**src/rtl/grid_pkg.sv**
```systemverilog
// Shared definitions for the grid snapshot bridge: register map, bit positions,
// scan FSM encoding and the full-row counter width.
package grid_pkg;

  localparam int REG_STATUS    = 0;
  localparam int REG_CONTROL   = 1;
  localparam int REG_FULL_MASK = 2;
  localparam int REG_IRQ_CLR   = 3;
  localparam int REG_ROW0      = 4;

  localparam int ST_SNAP_VALID = 0;
  localparam int ST_BUSY       = 1;
  localparam int ST_IRQ_PEND   = 2;
  localparam int ST_COUNT_LSB  = 8;

  localparam int CTL_SNAP_REQ  = 0;
  localparam int CTL_IRQ_EN    = 1;
  localparam int CTL_AUTO_SNAP = 2;

  typedef enum logic [1:0] {S_IDLE, S_SNAP, S_SCAN, S_DONE} state_t;

  function automatic int cnt_width(input int rows);
    return $clog2(rows + 1);
  endfunction

endpackage

```
**src/rtl/row_full_detect.sv**
```systemverilog
// One snapshot row: all-ones detect for the scanner and zero-extended word for readback.
module row_full_detect #(
  parameter int COLS   = 10,
  parameter int DATA_W = 32
) (
  input  logic [COLS-1:0]   row,
  output logic              full,
  output logic [DATA_W-1:0] row_ext
);
  assign full    = &row;
  assign row_ext = DATA_W'(row);
endmodule

```
**src/rtl/grid_snapshot_bridge.sv**
```systemverilog
// Avalon-MM bridge: snapshots the playfield occupancy, scans it row by row for
// full lines and raises an interrupt when a fresh result is committed.
module grid_snapshot_bridge
  import grid_pkg::*;
#(
  parameter int COLS   = 10,
  parameter int ROWS   = 20,
  parameter int DATA_W = 32,
  parameter int ADDR_W = 6
) (
  input  logic                 clk_clk,
  input  logic                 reset_reset_n,
  input  logic [COLS*ROWS-1:0] grid_state,
  input  logic [ADDR_W-1:0]    avs_address,
  input  logic                 avs_read,
  output logic [DATA_W-1:0]    avs_readdata,
  input  logic                 avs_write,
  input  logic [DATA_W-1:0]    avs_writedata,
  output logic                 irq
);
  localparam int CNT_W  = cnt_width(ROWS);
  localparam int RIDX_W = (ROWS > 1) ? $clog2(ROWS) : 1;

  state_t                      state, next_state;
  logic [ROWS-1:0][COLS-1:0]   snap;
  logic [ROWS-1:0]             acc_mask, full_mask, full_vec;
  logic [CNT_W-1:0]            acc_cnt, full_count;
  logic [RIDX_W-1:0]           row_idx;
  logic                        snap_valid, irq_pending, pending;
  logic                        irq_en, auto_snap;
  logic [DATA_W-1:0]           row_ext [ROWS];
  logic [DATA_W-1:0]           rd_mux;
  logic                        ctl_wr, snap_req_wr, irq_clr_wr, busy, last_row;
  logic                        unused_wd;

  assign ctl_wr      = avs_write && (avs_address == ADDR_W'(REG_CONTROL));
  assign snap_req_wr = ctl_wr && avs_writedata[CTL_SNAP_REQ];
  assign irq_clr_wr  = avs_write && (avs_address == ADDR_W'(REG_IRQ_CLR)) && avs_writedata[0];
  assign busy        = (state != S_IDLE);
  assign last_row    = (row_idx == RIDX_W'(ROWS - 1));
  assign irq         = irq_pending && irq_en;
  assign unused_wd   = ^avs_writedata[DATA_W-1:3];

  for (genvar g = 0; g < ROWS; g++) begin : g_row
    row_full_detect #(.COLS(COLS), .DATA_W(DATA_W)) u_row (
      .row    (snap[g]),
      .full   (full_vec[g]),
      .row_ext(row_ext[g])
    );
  end

  always_ff @(posedge clk_clk or negedge reset_reset_n) begin
    if (!reset_reset_n) state <= S_IDLE;
    else                state <= next_state;
  end

  // Auto-snap compares against the live grid only while idle, so changes during
  // a scan are picked up on the first idle cycle.
  always_comb begin
    next_state = state;
    unique case (state)
      S_IDLE: if (snap_req_wr || pending || (auto_snap && (grid_state != snap)))
                next_state = S_SNAP;
      S_SNAP: next_state = S_SCAN;
      S_SCAN: if (last_row) next_state = S_DONE;
      S_DONE: next_state = S_IDLE;
      default: next_state = S_IDLE;
    endcase
  end

  always_ff @(posedge clk_clk or negedge reset_reset_n) begin
    if (!reset_reset_n) begin
      snap       <= '0;
      acc_mask   <= '0;
      acc_cnt    <= '0;
      row_idx    <= '0;
      full_mask  <= '0;
      full_count <= '0;
      snap_valid <= 1'b0;
    end else begin
      unique case (state)
        S_SNAP: begin
          snap     <= grid_state;
          acc_mask <= '0;
          acc_cnt  <= '0;
          row_idx  <= '0;
        end
        S_SCAN: begin
          acc_mask[row_idx] <= acc_mask[row_idx] | full_vec[row_idx];
          acc_cnt           <= acc_cnt + CNT_W'(full_vec[row_idx]);
          if (!last_row) row_idx <= row_idx + 1'b1;
        end
        S_DONE: begin
          full_mask  <= acc_mask;
          full_count <= acc_cnt;
          snap_valid <= 1'b1;
        end
        default: ;
      endcase
    end
  end

  // A request arriving while busy is held one-deep and launched from IDLE.
  always_ff @(posedge clk_clk or negedge reset_reset_n) begin
    if (!reset_reset_n) begin
      pending     <= 1'b0;
      irq_pending <= 1'b0;
      irq_en      <= 1'b0;
      auto_snap   <= 1'b0;
    end else begin
      if (state == S_IDLE)  pending <= 1'b0;
      else if (snap_req_wr) pending <= 1'b1;
      if (state == S_DONE)     irq_pending <= 1'b1;
      else if (irq_clr_wr)     irq_pending <= 1'b0;
      if (ctl_wr) begin
        irq_en    <= avs_writedata[CTL_IRQ_EN];
        auto_snap <= avs_writedata[CTL_AUTO_SNAP];
      end
    end
  end

  always_comb begin
    rd_mux = '0;
    if (avs_address == ADDR_W'(REG_STATUS)) begin
      rd_mux[ST_SNAP_VALID]              = snap_valid;
      rd_mux[ST_BUSY]                    = busy;
      rd_mux[ST_IRQ_PEND]                = irq_pending;
      rd_mux[ST_COUNT_LSB +: CNT_W]      = full_count;
    end else if (avs_address == ADDR_W'(REG_CONTROL)) begin
      rd_mux[CTL_IRQ_EN]    = irq_en;
      rd_mux[CTL_AUTO_SNAP] = auto_snap;
    end else if (avs_address == ADDR_W'(REG_FULL_MASK)) begin
      rd_mux = DATA_W'(full_mask);
    end
    for (int r = 0; r < ROWS; r++)
      if (avs_address == ADDR_W'(REG_ROW0 + r)) rd_mux = row_ext[r];
  end

  always_ff @(posedge clk_clk or negedge reset_reset_n) begin
    if (!reset_reset_n)  avs_readdata <= '0;
    else if (avs_read)   avs_readdata <= rd_mux;
  end

endmodule

```
**config.mk**
```make
export PLATFORM = sky130hd
export DESIGN_NAME = grid_snapshot_bridge
export DESIGN_NICKNAME = d
export VERILOG_FILES = /design/src/rtl/grid_pkg.sv /design/src/rtl/row_full_detect.sv /design/src/rtl/grid_snapshot_bridge.sv
export SDC_FILE = /design/constraint.sdc
export NUM_CORES = 1
export LEC_CHECK = 0
export BUFFER_PORTS_ARGS = -buffer_cell sky130_fd_sc_hd__buf_4
export CORE_ASPECT_RATIO = 1.5
export CORE_MARGIN = 2
export CORE_UTILIZATION = 35
export CTS_BUF_LIST = sky130_fd_sc_hd__clkbuf_4 sky130_fd_sc_hd__clkbuf_8
export CTS_CLUSTER_SIZE = 30
export DETAILED_ROUTE_END_ITERATION = 10
export GPL_TIMING_DRIVEN = 0
export PLACE_DENSITY = 0.66
export SYNTH_ARGS = -nofsm -noshare
export SYNTH_HDL_FRONTEND = slang
export SYNTH_SLANG_ARGS = --single-unit
```
**constraint.sdc**
```tcl
create_clock -name clk_clk -period 3.2 [get_ports clk_clk]
set_clock_uncertainty 0.1 [all_clocks]
set_input_delay 0.16 -clock clk_clk [delete_from_list [all_inputs] [get_ports clk_clk]]
set_output_delay 0.16 -clock clk_clk [all_outputs]
set_load 0.05 [all_outputs]
```
==> flow_metrics.py <==
metrics = {
    "status": {
        "outcome": "finished with violations",
        "violations": "setup timing",
    },
    "sta": {
        "drv_slew": 0,
        "worst_pin_slew_ns": 1.11,
        "timing.final.crit_share": 1.00,
        "hold_violations": 0,
        "fin_setup_tns_ns": -0.00181,
        "max_freq_mhz": 312,
        "fin_ws_ns": -0.00181,
        "slew_headroom": 0.260,
        "finalSetupViolCount": 1,
        "rsz0062_at_grt": "true",
        "hold_slack_ns": 0.0591,
        "finalCriticalPeriod_ns": 3.20,
    },
    "floorplan": {
        "row_count": 96,
        "die_h_um": 268,
        "num_io_pins": 275,
        "dieArea_um2": 48100,
        "core_area_um2": 45800,
        "initial_core_util": 0.354,
        "fp.dieW_um": 180,
    },
    "synth": {
        "synth_top_area_share": 0.436,
        "synth-edff-count": 0,
        "yosysSeqAreaShare": 0.436,
        "synthCells": 1505,
        "yosysWarnings": 0,
        "synth_ff_type": "dfrtp_1",
        "netlist_area_um2": 16200,
        "synth_area_leaders": "dfrtp_1 44%, mux2_2 16%, xnor2_1 9.4%",
        "ys_seq_elements": 282,
        "postSynth.asyncResetShare": 1.00,
        "postSynthAreaPerCell_um2": 10.8,
        "ys_types": 81,
        "yosysTopAreaCell": "dfrtp_1",
    },
    "cts": {
        "path_clk_slew_ns": 0.06,
        "cts_tree": "yes",
        "cts_sinks": 282,
        "cts_setup_buffers": 0,
        "cts_root_buf": "clkbuf_8",
        "clock_latency_ns": 0.62,
        "cts_max_path_buffers": 3,
        "cts_buffers": 48,
        "htreeDepth": 2,
    },
    "placed_design": {
        "dpl_cell_area_um2": 18800,
        "port_buffers": 233,
        "dpl.hpwl_um": 61600,
        "dp_worst_setup_slack_ns": -0.373,
        "gp_congestion": 1.02,
    },
    "setup_path": {
        "crit-reg2reg-launch": "snap[184]",
        "worstPathArrival_ns": 3.59,
        "startpoint_type": "register",
        "path_max_fanout": 4,
        "rr_worst_depth": 7,
        "required_ns": 3.59,
        "setup.worst_path.class": "reg -> reg",
        "rrSetupSlack_ns": -0.002,
        "worst_r2r_endpoint": "state[1]",
        "cp-end-kind": "register",
        "cp_cell_sequence": "xnor2_1, nand4_1, nor4_2, nand4_1, nor4_2, a211oi_2, mux2_4",
        "max_stage_delay_ns": 0.75,
        "cp_slowest_cell": "xnor2_1",
    },
    "run": {
        "maxCapViolCount": 0,
    },
    "power": {
        "pwr_density_cell_nw_per_um2": 860,
        "swShare": 0.438,
        "intPower_mw": 10.7,
        "p_sw_mw": 8.33,
        "ir_drop_v": 0.000489,
        "power_frac_seq": 0.399,
        "clkPwrFrac": 0.195,
        "p_comb_frac": 0.406,
        "power.leakage_nw": 8.91,
    },
    "grt": {
        "grt_max_degree": 103,
        "grt_usage": 0.324,
        "antenna_found_initial": 2,
        "grt_pass1_vias": 15900,
        "grt_pass1_wl_um": 112000,
        "grt_overflow": 0,
    },
    "detailed_routing": {
        "dr.pass1.iters": 6,
        "drc": 0,
        "wl_um": 79400,
        "wl_per_cell_um": 30.1,
        "vias_per_cell": 5.84,
        "vias": 15400,
        "drt.antenna.violating_nets": 0,
        "initialDrtViolationCount": 1306,
    },
    "finish": {
        "syn_to_final_growth_pct": 36.5,
        "final_area_um2": 22100,
        "layout-drive-gt1-share": 0.313,
        "fin_nets": 2264,
        "fin_util": 0.483,
    },
    "hold_path": {
        "hold_class": "in -> async",
    },
}
routing by layer:
layer	global-route usage	wire, um
met2	0.566	39600
met4	0.249	7000
met1	0.357	28500
met3	0.0426	4310
met5	0	0
cells in the final DEF (no fill, tap or decap), drive strengths merged, types with 68 or more instances in the layout:
cell	count
nand2	71
clkbuf	121
nand3	68
xnor2	174
dfrtp	282
nand4	83
buf	273
o21ai	83
dlygate4sd3	210
mux2	225
power groups by stage:
stage                     Clock, mW  Combinational (mW)  Sequential, mW
after floorplan                   0                4.70            6.41
after global routing           3.88                8.04            7.65
after global placement            0                7.14            7.46
final                          3.70                7.73            7.59
after detailed placement          0                7.26            7.50
after CTS                      3.75                7.55            7.46
worst max-delay path by stage:
| stage | from | end | cells past startpoint |
|---|---|---|---|
| floorplan | row_idx[0] | acc_cnt[4] | 14 |
| finish | snap[184] | state[1] | 7 |
| global route | row_idx[0] | acc_cnt[4] | 15 |
| CTS | snap[135] | state[1] | 7 |
| detailed placement | snap[161] | state[1] | 7 |
| global placement | reset_reset_n | avs_readdata[12] | 1 |
synth_stat cells, types with 8 or more instances:
master and n:
dfrtp_1 282, mux2_2 224, xnor2_1 174, nand4_1 83
o21ai_0 77, nand2_1 70, nand3_1 68, clkbuf_1 51
nor2_1 39, inv_1 36, nor3_1 35, a21oi_1 33
a22oi_1 27, nor4_1 19, buf_4 18, o22ai_1 17
buf_2 16, xor2_1 16, mux2i_1 14, a221oi_1 12
nor2b_1 12, ha_1 11, o31ai_1 10, mux4_2 9
nand4b_1 9, o211ai_1 9, a31oi_1 8
critical path, delay by kind of cell (launching register included):
kind,cells,cell delay [ns]
AOI/OAI and AO/OA,1,0.12
DFF,1,0.44
and+or+nand+nor,4,1.36
xor gates and xnor gates,1,0.75
muxes,1,0.32
flip-flops by register name (all words and copies together), names as in the netlist, 2 cells and up:
register / count
state: 2
acc_mask: 20
row_idx: 5
full_count: 5
avs_readdata: 20
snap: 200
acc_cnt: 5
full_mask: 20
final cells by class:
cell class | count | area, um^2
Fill cell | 4136 | 23600
Multi-Input combinational cell | 1109 | 8750
Sequential cell | 282 | 7060
Timing Repair Buffer | 445 | 3910
Clock buffer | 70 | 901
Tap cell | 588 | 736
Buffer | 89 | 448
Clock inverter | 15 | 165
Inverter | 36 | 135
Antenna cell | 3 | 7.51
through the flow:
stage,cells,power [mW]
2_1_floorplan,1516,11.1
3_3_place_gp,2337,14.6
3_5_place_dp,2339,14.8
4_1_cts,2634,18.8
5_1_grt,2636,19.6
6_report,2637,19.0
timing repair:
action,in CTS,in global routing
endpoints found under the setup margin,106,41
resized for setup,15,25
hold buffers,210,0
hold endpoints to repair,297,0
cell families after synthesis:
kind of cell	after synthesis	share of synthesized area
flip-flops	282	0.436
AND/OR/NAND/NOR	390	0.133
buffers and inverters	125	0.0348
XOR/XNOR	190	0.103
adder cells (fa/ha/maj)	11	0.00849
multiplexers	248	0.178
other	1	0.000231
AO/OA/AOI/OAI	258	0.107
Note: power is estimated with default switching activity, not from simulation.
